<file path="config.mk">
export PLATFORM = sky130hd
export DESIGN_NAME = mod_counter
export DESIGN_NICKNAME = d
export VERILOG_FILES = /design/src/rtl/mod_counter_pkg.sv /design/src/rtl/mod_counter_step_repeater.sv /design/src/rtl/mod_counter.sv
export SDC_FILE = /design/constraint.sdc
export NUM_CORES = 1
export LEC_CHECK = 0
export BUFFER_PORTS_ARGS = -buffer_cell sky130_fd_sc_hd__buf_2
export CAP_MARGIN = 20
export CORE_MARGIN = 2
export CORE_UTILIZATION = 45
export DETAILED_ROUTE_END_ITERATION = 7
export GPL_TIMING_DRIVEN = 1
export PLACE_DENSITY = 0.67
export REMOVE_ABC_BUFFERS = 1
export SYNTH_ARGS = -nofsm -noshare
export SYNTH_HDL_FRONTEND = slang
export SYNTH_SLANG_ARGS = --single-unit
export TNS_END_PERCENT = 100
</file>
<file path="constraint.sdc">
create_clock -name clk -period 5.5 [get_ports clk]
set_clock_uncertainty 0.05 [all_clocks]
set_input_delay 0.55 -clock clk [delete_from_list [all_inputs] [get_ports clk]]
set_output_delay 0.55 -clock clk [all_outputs]
set_load 0.005 [all_outputs]
</file>
<file path="src/rtl/mod_counter_pkg.sv">
// Shared clock-datapath constants: unit bounds, repeat timing defaults and
// repeat FSM state encodings used by mod_counter and its step repeater.
package mod_counter_pkg;

  localparam int SEC_MAX   = 59;
  localparam int MIN_MAX   = 59;
  localparam int HOUR_MAX  = 23;
  localparam int DAY_MIN   = 1;
  localparam int MONTH_MIN = 1;
  localparam int MONTH_MAX = 12;

  localparam int REPEAT_DELAY_DEF  = 50000000;
  localparam int REPEAT_PERIOD_DEF = 10000000;

  localparam logic [1:0] ST_IDLE   = 2'd0;
  localparam logic [1:0] ST_HOLD   = 2'd1;
  localparam logic [1:0] ST_REPEAT = 2'd2;

endpackage

</file>
<file path="src/rtl/mod_counter_step_repeater.sv">
// Turns held inc/dec button levels into single-cycle up/down steps:
// immediate step on press, then auto-repeat after a hold delay.
module mod_counter_step_repeater
  import mod_counter_pkg::*;
#(
  parameter int REPEAT_DELAY  = REPEAT_DELAY_DEF,
  parameter int REPEAT_PERIOD = REPEAT_PERIOD_DEF
) (
  input  logic clk,
  input  logic rst_n,
  input  logic enable,
  input  logic inc,
  input  logic dec,
  output logic up_step,
  output logic down_step
);

  localparam int MAX_CNT = (REPEAT_DELAY > REPEAT_PERIOD) ? REPEAT_DELAY : REPEAT_PERIOD;
  localparam int CNT_W   = $clog2(MAX_CNT + 1);
  localparam logic [CNT_W-1:0] DELAY_C  = CNT_W'(REPEAT_DELAY);
  localparam logic [CNT_W-1:0] PERIOD_C = CNT_W'(REPEAT_PERIOD);
  localparam logic [CNT_W-1:0] ONE_C    = CNT_W'(1);

  logic             inc_q, dec_q;
  logic [1:0]       state_q, state_d;
  logic [CNT_W-1:0] cnt_q, cnt_d;
  logic             held, rise, step;

  assign held = enable & (inc | dec);
  assign rise = (inc & ~inc_q) | (dec & ~dec_q);

  // The entry cycle counts as the first held cycle, so the counter starts at 1.
  always_comb begin
    state_d = state_q;
    cnt_d   = cnt_q;
    step    = 1'b0;
    case (state_q)
      ST_IDLE: begin
        if (enable && rise) begin
          step    = 1'b1;
          state_d = ST_HOLD;
          cnt_d   = ONE_C;
        end
      end
      ST_HOLD: begin
        if (!held) begin
          state_d = ST_IDLE;
          cnt_d   = '0;
        end else if (cnt_q >= DELAY_C) begin
          step    = 1'b1;
          state_d = ST_REPEAT;
          cnt_d   = ONE_C;
        end else begin
          cnt_d = cnt_q + ONE_C;
        end
      end
      ST_REPEAT: begin
        if (!held) begin
          state_d = ST_IDLE;
          cnt_d   = '0;
        end else if (cnt_q >= PERIOD_C) begin
          step  = 1'b1;
          cnt_d = ONE_C;
        end else begin
          cnt_d = cnt_q + ONE_C;
        end
      end
      default: begin
        state_d = ST_IDLE;
        cnt_d   = '0;
      end
    endcase
  end

  always_ff @(posedge clk or negedge rst_n) begin
    if (!rst_n) begin
      inc_q   <= 1'b0;
      dec_q   <= 1'b0;
      state_q <= ST_IDLE;
      cnt_q   <= '0;
    end else begin
      inc_q   <= inc;
      dec_q   <= dec;
      state_q <= state_d;
      cnt_q   <= cnt_d;
    end
  end

  assign up_step   = step & inc;
  assign down_step = step & dec & ~inc;

endmodule

</file>
<file path="src/rtl/mod_counter.sv">
// Modulo counter with run-time upper bound, cascade tick, set-mode inc/dec,
// load, freeze and registered carry. Define AUTOREPEAT_EN for held-button auto-repeat.
module mod_counter
  import mod_counter_pkg::*;
#(
  parameter int WIDTH         = 6,
  parameter int MIN_VAL       = 0,
  parameter int RST_VAL       = 0,
  parameter int REPEAT_DELAY  = REPEAT_DELAY_DEF,
  parameter int REPEAT_PERIOD = REPEAT_PERIOD_DEF
) (
  input  logic             clk,
  input  logic             rst_n,
  input  logic             tick,
  input  logic             ctrl_set,
  input  logic             inc,
  input  logic             dec,
  input  logic             freeze,
  input  logic             load,
  input  logic [WIDTH-1:0] load_val,
  input  logic [WIDTH-1:0] max_val,
  output logic [WIDTH-1:0] count,
  output logic             carry_out,
  output logic             at_max
);

  localparam logic [WIDTH-1:0] MIN_V = WIDTH'(MIN_VAL);
  localparam logic [WIDTH-1:0] RST_V = WIDTH'(RST_VAL);

  if (RST_VAL < MIN_VAL || REPEAT_DELAY < 1 || REPEAT_PERIOD < 1) begin : g_bad_cfg
    $error("mod_counter: invalid parameter combination");
  end

  logic [WIDTH-1:0] count_q, count_d;
  logic             carry_q, carry_d;
  logic [WIDTH-1:0] eff;
  logic [WIDTH:0]   eff_up, eff_dn;
  logic             up_step, down_step;

`ifdef AUTOREPEAT_EN
  mod_counter_step_repeater #(
    .REPEAT_DELAY  (REPEAT_DELAY),
    .REPEAT_PERIOD (REPEAT_PERIOD)
  ) u_step_repeater (
    .clk       (clk),
    .rst_n     (rst_n),
    .enable    (ctrl_set & ~freeze),
    .inc       (inc),
    .dec       (dec),
    .up_step   (up_step),
    .down_step (down_step)
  );
`else
  assign up_step   = inc;
  assign down_step = dec & ~inc;
`endif

  function automatic logic [WIDTH-1:0] clamp_load(input logic [WIDTH-1:0] v,
                                                  input logic [WIDTH-1:0] hi);
    if (v > hi)          return hi;
    else if (v <= MIN_V) return MIN_V;
    else                 return v;
  endfunction

  assign eff    = (count_q > max_val) ? max_val : count_q;
  assign eff_up = {1'b0, eff} + {{WIDTH{1'b0}}, 1'b1};
  assign eff_dn = {1'b0, eff} - {{WIDTH{1'b0}}, 1'b1};

  always_comb begin
    count_d = count_q;
    carry_d = 1'b0;
    if (freeze) begin
      count_d = count_q;
    end else if (load) begin
      count_d = clamp_load(load_val, max_val);
    end else if (ctrl_set && up_step) begin
      count_d = (eff == max_val) ? MIN_V : eff_up[WIDTH-1:0];
    end else if (ctrl_set && down_step) begin
      count_d = (eff == MIN_V) ? max_val : eff_dn[WIDTH-1:0];
    end else if (!ctrl_set && tick) begin
      if (eff == max_val) begin
        count_d = MIN_V;
        carry_d = 1'b1;
      end else begin
        count_d = eff_up[WIDTH-1:0];
      end
    end else if (count_q > max_val) begin
      // Bound shrank under us (e.g. 31st into a 30-day month): pull back in range.
      count_d = max_val;
    end
  end

  always_ff @(posedge clk or negedge rst_n) begin
    if (!rst_n) begin
      count_q <= RST_V;
      carry_q <= 1'b0;
    end else begin
      count_q <= count_d;
      carry_q <= carry_d;
    end
  end

  assign count     = count_q;
  assign carry_out = carry_q;
  assign at_max    = (count_q >= max_val);

endmodule

</file>
## After elaboration in Yosys (flattened, before gate mapping)

Cells that the tools add are included.

| cells by class | value |
|---|---|
| reductions and logical operators | 5 |
| $lt $le $gt $ge | 4 |
| equality and inequality tests | 1 |
| muxes and demuxes | 15 |
| add/subtract/negate cells | 2 |
| bitwise logic cells | 2 |

Operators with widths:

| operator | number |
|---|---|
| $mux 6 | 9 |
| $gt 6x6->1 | 2 |
| $add 6x1->6 const B | 1 |
| $eq 6x6->1 | 1 |
| $ge 6x6->1 | 1 |
| $le 6x1->1 const B | 1 |
| $logic_not 6->1 | 1 |
| $mux 1 | 6 |
| $sub 6x1->6 const B | 1 |
| $logic_and 1x1->1 | 3 |
| $and 1x1->1 | 1 |
| $logic_not 1->1 | 1 |
| $not 1->1 | 1 |

| word-level totals | value |
|---|---|
| word-level logic and storage cells | 31 |
| output and inout bits | 8 |
| bits in registers | 7 |

## Depth between registers and ports, before layout

Gate-level depths: netlist of the first run.

| logic depth | value |
|---|---|
| word-level depth | 9 |
| depth in mapped cells | 16 |
| depth with buffers taken out | 14 |

## Worst setup path before layout of the first run

OpenSTA, ideal clock, no wires.

| timing path | value |
|---|---|
| kind | input to register |
| start point | in max_val[3] |
| end point | reg count_q[2] (netlist: count[2]) |
| data arrival time | 3411 ps |
| data required time | 5321 ps |
| stages on the path | 14 |
| path slack | 1910 ps |
| setup time | 129 ps |
| path buffers | 2 |
| cells stage by stage | clkbuf_1 -> inv_1 -> ha_1 -> and4_4 -> and3_4 -> a21o_1 -> buf_6 -> mux2i_1 -> ha_1 -> nand3_1 -> mux2i_2 -> or3b_1 -> a21oi_1 -> o41a_1 |

| on the way | value |
|---|---|
| longest elaborated chain between the ends | 8 |
| elaborated cells on any way between the ends | 14 |

Ends and longest elaborated chain:

| what | RTL line | RTL |
|---|---|---|
| start: declaration | mod_counter.sv:21 | `input logic [WIDTH-1:0] max_val,` |
| $gt 6x6->1 | mod_counter.sv:65, mod_counter.sv:87 |  |
| $mux 6 | -- |  |
| $add 6x1->6 / $eq 6x6->1 (equally long branches) | mod_counter.sv:66, mod_counter.sv:77, mod_counter.sv:81 |  |
| $mux 6 | mod_counter.sv:77, mod_counter.sv:81 |  |
| $mux 6 | mod_counter.sv:80 | `end else if (!ctrl_set && tick) begin` |
| $mux 6 | mod_counter.sv:78 | `end else if (ctrl_set && down_step) begin` |
| $mux 6 | mod_counter.sv:76 | `end else if (ctrl_set && up_step) begin` |
| $mux 6 * | mod_counter.sv:74 | `end else if (load) begin` |
| end signal: assignment | mod_counter.sv:98 | `count_q <= count_d;` |
| end: declaration | mod_counter.sv:34 | `logic [WIDTH-1:0] count_q, count_d;` |

Mark *: on every way between the ends. The rest lies on a longest branch, timed or not.
A chain may end at the register's enable or synchronous reset.

## Worst setup path after layout of the first run

| timing path | value |
|---|---|
| start point | reg count_q[3] (netlist: count[3]) |
| end point | reg count_q[2] (netlist: count[2]) |

| on the way | value |
|---|---|
| longest elaborated chain between the ends | 8 |
| elaborated cells on any way between the ends | 12 |

Ends and longest elaborated chain:

| what | RTL line |
|---|---|
| $gt 6x6->1 | mod_counter.sv:65, mod_counter.sv:87 |
| $mux 6 * | -- |
| $add 6x1->6 / $eq 6x6->1 (equally long branches) | mod_counter.sv:66, mod_counter.sv:77, mod_counter.sv:81 |
| $mux 6 | mod_counter.sv:77, mod_counter.sv:81 |
| $mux 6 | mod_counter.sv:80 |
| $mux 6 | mod_counter.sv:78 |
| $mux 6 * | mod_counter.sv:76 |
| $mux 6 * | mod_counter.sv:74 |

Marked as above.

==> results of run 1 <==
## routing by layer
metal	up-vias	routed length (um)
met3	7	340
met2	65	2000
met1	704	1820
met4	0	66
met5	-	0
li1	741	-
## cells in the final DEF (no fill, tap or decap), types with 5 or more instances in the layout
cell	n
dfrtp_1	7
nand2_1	10
nor2b_1	5
nand2b_1	5
ha_1	15
inv_1	12
nor2_1	11
o21ai_0	12
a21oi_1	16
buf_2	27
o211ai_1	6
xnor2_1	6
nand3_1	7
mux2i_1	9
mux2_2	5
## kinds of logic after synthesis
group,count (synthesis)
flip-flops,7
AND/OR/NAND/NOR,62
adder cells (fa/ha/maj),15
multiplexers,16
buffers and inverters,21
AO/OA/AOI/OAI,56
XOR/XNOR,9
## layout make-up
cell class              instances  area (um2)
fillers                       312        1430
multi-input cells             158        1160
flip-flops and latches          7         175
repair buffers                 27         135
well taps                      44        55.1
inverters                      12        45.0
clock buffers                   4        26.3
## sequential cells by signal, summed over array words and instances (netlist names)
register and count:
count 6, carry_out 1
## how the worst min path moves through the flow
stage / startpoint / to / depth (start not counted) / slack [ns]
after CTS: rst_n / carry_out / 1 / 0.07
final: rst_n / carry_out / 1 / 0.07
after global routing: rst_n / count[0] / 1 / 0.08
after global placement: rst_n / carry_out / 1 / 0.34
after detailed placement: rst_n / carry_out / 1 / 0.35
after floorplan: rst_n / carry_out / 0 / 0.20
## power by group through the flow
stage	Clock [uW]	Combinational [uW]	Sequential (uW)
floorplan	0	201	85.6
global placement	0	273	96.5
detailed placement	0	276	96.3
CTS	49.3	278	95.2
global route	52.2	308	97.7
finish	48.6	281	96.7
## metrics by stage
| stage | instances | utilization |
|---|---|---|
| detailed placement | 248 | 0.518 |
| floorplan | 177 | - |
| finish | 252 | 0.527 |
| CTS | 252 | 0.527 |
| global route | 252 | 0.527 |
| global placement | 248 | 0.518 |
## worst max-delay path, delay by kind of cell (launching register included)
family	cells	cell delay (ns)
adders and majority gates	2	0.77
and+or+nand+nor	4	0.73
AOI/OAI and AO/OA	3	0.72
muxes	2	0.82
DFF	1	0.57
==> summary.md, run 1 <==
| Metric | Value |
|---|---|
| Status | `finished, final reports clean` |
| Internal | `217 uW` |
| Via Count | `1517` |
| CTS tree | `built` |
| Number of DRC markers in iteration 0 | `114` |
| R2R setup slack | `1.70 ns` |
| Setup TNS | `0 ns` |
| Post-CTS sizing | `0` |
| Fin crit share | `0.691` |
| P&R area growth vs syn | `11.8%` |
| Clock root buffer | `clkbuf_4` |
| CTS H-tree depth | `1` |
| WHS | `0.0652 ns` |
| Grt ovf | `0` |
| Clock buffer depth | `2` |
| DRT Wirelength | `4230 um` |
| Initial antenna violation count | `0` |
| CTS Buf Count | `3` |
| Die area | `3640 um2` |
| Fin area | `1600 um2` |
| Setup bufs post-CTS | `0` |
| Die H | `60.3 um` |
| Global-route wire length before repair | `6890 um` |
| Met3 Track Usage GR | `0.0260` |
| Sequential power share | `0.227` |
| Post-synth top area cell | `ha_1` |
| Core Area | `3030 um2` |
| M1 GR Usage | `0.339` |
| Post-synth top area share | `0.132` |
| Reg2reg start | `count[3]` |
| Power after layout | `426 uW` |
| DP Wirelength | `3280 um` |
| Synth cell types | `49` |
| Combinational power share | `0.659` |
| Post-synthesis mux area share | `0.128` |
| Leakage dissipation | `0.000697 uW` |
| Psw | `210 uW` |
| # setup viols final | `0` |
| CP dominant cell by count | `ha_1` |
| Total GRT Usage | `0.252` |
| Number of synthesized flops with an enable pin | `0` |
| I/O Pins | `28` |
| Sequential-to-total area share from yosys stat | `0.123` |
| Critical path endpoint | `count[2]` |
| CP Capture Type | `register` |
| Clk pwr share | `0.114` |
| Worst EP required | `5.59 ns` |
| Top cells by area, synth | `ha_1 (13%), dfrtp_1 (12%), mux2i_1 (6.3%), a21oi_1 (5.6%), o21ai_0 (4.2%)` |
| Post-Synthesis Cells | `186` |
| GR Util met2 | `0.419` |
| Crit-path max FO | `13` |
| Critical path type | `reg2reg` |
| GR peak layer | `met2` |
| Port-buffer cells | `27` |
| Asr flop ratio synth | `1.00` |
| WP data arrival | `3.89 ns` |
| Synthesized area per cell | `7.67 um2` |
| Xor/xnor cell area share of the yosys netlist | `0.0553` |
| Hold Buf Count CTS | `0` |
| DRC Markers | `0` |
| Area post-placement | `1570 um2` |
| Setup ws final | `1.70 ns` |
| Antenna Nets Post-Route | `0` |
| Rel. slew slack | `0.353` |
| Clock Latency Late Sink | `0.26 ns` |
| Initial core utilization | `0.471` |
| Crit path launch | `count[3]` |
| Adder-cell share of the synthesized area | `0.132` |
| YS warnings | `0` |
| Worst-margin pin slew | `0.962 ns` |
| Clock slew at reported path FFs | `0.05 ns` |
| Standard-cell rows | `20` |
| Num Clock Sinks | `7` |
| Top-count cell post-synth | `a21oi_1` |
| Sw Ratio | `0.492` |
| Largest family of logic cells by synthesized area | `compound AO/OA/AOI/OAI gates` |
| Die Wd | `60.3 um` |
| Synth Area in Compound Gates | `0.260` |
| Fraction of layout cells with a size suffix above 1 | `0.216` |
| Pwr per Cell Area | `267 nW/um2` |
| Synth cell count leaders | `a21oi_1 (16), ha_1 (15), inv_1 (12), o21ai_0 (12), nor2_1 (11)` |
| Crit-path slowest cell | `dfrtp_1` |
| RSZ-0062 raised after global routing | `false` |
| Slowest stage delay, CP | `0.57 ns` |
| CP startpoint kind | `register` |
| Avg WL per Cell | `16.8 um` |
| Min Tclk post-route | `3.80 ns` |
| Post-Synth Simple-Gate Area | `0.238` |
| Worst R2R End | `count[2]` |
| Fmax | `263 MHz` |
| N_diodes | `0` |
| Netlist Area Pre-Place | `1430 um2` |
| Hold Vio Cnt, Final | `0` |
| Final slew viol count | `0` |
| Place WS | `1.50 ns` |
| Worst r2r path cells | `11` |
| Routability cong. | `0.970` |
| Max-Cap Viols | `0` |
| Synth Flop Type | `dfrtp_1` |
| Cell Chain, Critical Path | `ha_1 -> and4_4 -> and3_4 -> a21o_1 -> mux2i_1 -> ha_1 -> nand3_1 -> mux2i_2 -> or3b_1 -> a21oi_1 -> o41a_1` |
| Yosys reg bits | `7` |
| Vias in the first global route | `1400` |
| Via-to-Cell Ratio | `6.02` |
| Layout net count | `244` |
| HP Class | `in2async` |
| First-pass iteration count of the detailed router | `4` |
| Largest net degree at the start of global routing | `14` |
| Maximum VDD drop | `0.137 mV` |
Power figures use the tool's default switching activity.
==> run 2: changes to the inputs <==
PLACE_DENSITY = 0.7   (was 0.67)
clock period = 3.2 ns   (was 5.5 ns; I/O delays follow)
==> run 2 against run 1 <==
Net effect: via count is 7.6% higher; largest cell class unchanged; routed wire length rose by 5.9%; first-iteration DRC count fell by 9.6%; hold slack better by 0.28 ns; global-route usage is 1.1 points higher; utilization up 6.3 points; register-to-register slack worse by 1.5 ns; total power increased by 95%.
==> summary.md, run 2 (synthesized netlist as in run 1, its figures left out) <==
| Metric | Value |
|---|---|
| Initial antenna violation count | `0` |
| Die area | `3640 um2` |
| Via Count | `1632` |
| Grt ovf | `0` |
| Clock Latency Late Sink | `0.27 ns` |
| Hold Path Depth | `2` |
| P&R area growth vs syn | `25.3%` |
| CTS Buf Count | `3` |
| Via-to-Cell Ratio | `5.96` |
| Placed cell count | `267` |
| Worst r2r path cells | `13` |
| Maximum VDD drop | `0.274 mV` |
| Setup ws final | `0.149 ns` |
| WP data arrival | `3.16 ns` |
| WHS Endpoint | `count[0]` |
| Fmax | `328 MHz` |
| Worst R2R End | `count[4]` |
| Clock root buffer | `clkbuf_4` |
| Max-Cap Viols | `0` |
| Hold Vio Cnt, Final | `0` |
| Port-buffer cells | `27` |
| Initial core utilization | `0.471` |
| Fin area | `1790 um2` |
| Fin cells | `274` |
| HP Class | `in2reg` |
| Number of DRC markers in iteration 0 | `103` |
| Core Area | `3030 um2` |
| I/O Pins | `28` |
| Die Wd | `60.3 um` |
| Crit-path max FO | `4` |
| Highest-count cells in the layout ignoring fill and taps | `buf_2 (27), buf_4 (21), a21oi_1 (16)` |
| Num Clock Sinks | `7` |
| Min Tclk post-route | `3.05 ns` |
| Total GRT Usage | `0.263` |
| Crit path launch | `count[5]` |
| Fraction of layout cells with a size suffix above 1 | `0.313` |
| DP Wirelength | `3510 um` |
| R2R setup slack | `0.15 ns` |
| First-pass iteration count of the detailed router | `5` |
| Pwr per Cell Area | `465 nW/um2` |
| Max FFs per register | `6` |
| Reg2reg start | `count[5]` |
| Fin crit share | `0.953` |
| DRC Markers | `0` |
| Layout net count | `266` |
| Routability cong. | `0.995` |
| Die H | `60.3 um` |
| Leakage dissipation | `0.000799 uW` |
| Status | `finished, final reports clean` |
| Standard-cell rows | `20` |
| # fillers | `290` |
| Vias in the first global route | `1464` |
| Clock slew at reported path FFs | `0.07 ns` |
| DRT Wirelength | `4480 um` |
| # setup viols final | `0` |
| Avg WL per Cell | `16.3 um` |
| Antenna Nets Post-Route | `0` |
| RSZ-0062 raised after global routing | `false` |
| Global-route wire length before repair | `7090 um` |
| Area post-placement | `1710 um2` |
| Setup TNS | `0 ns` |
| CP startpoint kind | `register` |
| CTS tree | `built` |
| CP Capture Type | `register` |
| Place WS | `0.0534 ns` |
| Largest net degree at the start of global routing | `13` |
| Worst EP required | `3.31 ns` |
| Commonest non-fill, non-tap cell in the layout | `buf_2` |
| N_diodes | `0` |
| Critical hold path startpoint | `freeze` |
| Critical path type | `reg2reg` |
| Rel. slew slack | `0.332` |
| Final slew viol count | `0` |
| Clock buffer depth | `2` |
| WHS | `0.346 ns` |
| CTS H-tree depth | `1` |
| Worst-margin pin slew | `0.993 ns` |
run 2: worst max path at each step:
| stage | slack [ns] | cells after the start | endpoint |
|---|---|---|---|
| global route | 0.03 | 13 | count[4] |
| CTS | 0.09 | 12 | count[4] |
| floorplan | -0.06 | 11 | count[2] |
| finish | 0.15 | 13 | count[4] |
| global placement | 0.11 | 14 | count[4] |
| detailed placement | 0.05 | 13 | count[2] |
run 2: through the flow:
stage,total power (uW),utilization
floorplan,493,-
global placement,700,0.565
detailed placement,698,0.565
CTS,794,0.578
global route,884,0.590
finish,831,0.590
run 2: final cells by class:
cell class	count	area, um2	share of cell area
clock buffers	3	22.5	0.0126
clock inverters	1	5.00	0.00280
inverters	12	45.0	0.0252
multi-input cells	158	1180	0.661
flip-flops and latches	7	175	0.0980
well taps	44	55.1	0.0308
repair buffers	49	303	0.169
run 2: report_power, final:
part / internal (uW) / switching [uW] / leakage, uW / total, uW
registers: 107 / 15.4 / 0.0000830 / 122
clock network: 46.2 / 43.1 / 0.0000177 / 89.3
logic: 291 / 329 / 0.000698 / 620
total: 443 / 388 / 0.000799 / 831
run 2: routing by layer:
| layer | global-route usage | vias to the layer above | wire, um |
|---|---|---|---|
| met3 | 0.0173 | 7 | 306 |
| li1 | - | 786 | - |
| met5 | 0 | - | 0 |
| met1 | 0.363 | 757 | 2040 |
| met2 | 0.438 | 82 | 2070 |
| met4 | 0.0794 | 0 | 63 |
run 2: worst max-delay path: stages, from the launching register on:
cell	delay, ns
dfrtp_1	0.40
ha_1	0.33
and4_4	0.21
and3_4	0.18
a21o_4	0.20
mux2i_2	0.17
ha_1	0.25
nor3b_2	0.17
a311oi_1	0.22
a21oi_1	0.07
o221ai_1	0.16
o21ai_0	0.12
a21o_1	0.19
a31o_2	0.22
run 2: what timing repair did:
item,4_1_cts,5_1_grt
hold buffers,1,0
endpoints found under the setup margin,0,6
hold endpoints to repair,7,0
buffers inserted,0,2
gates resized for setup,0,5
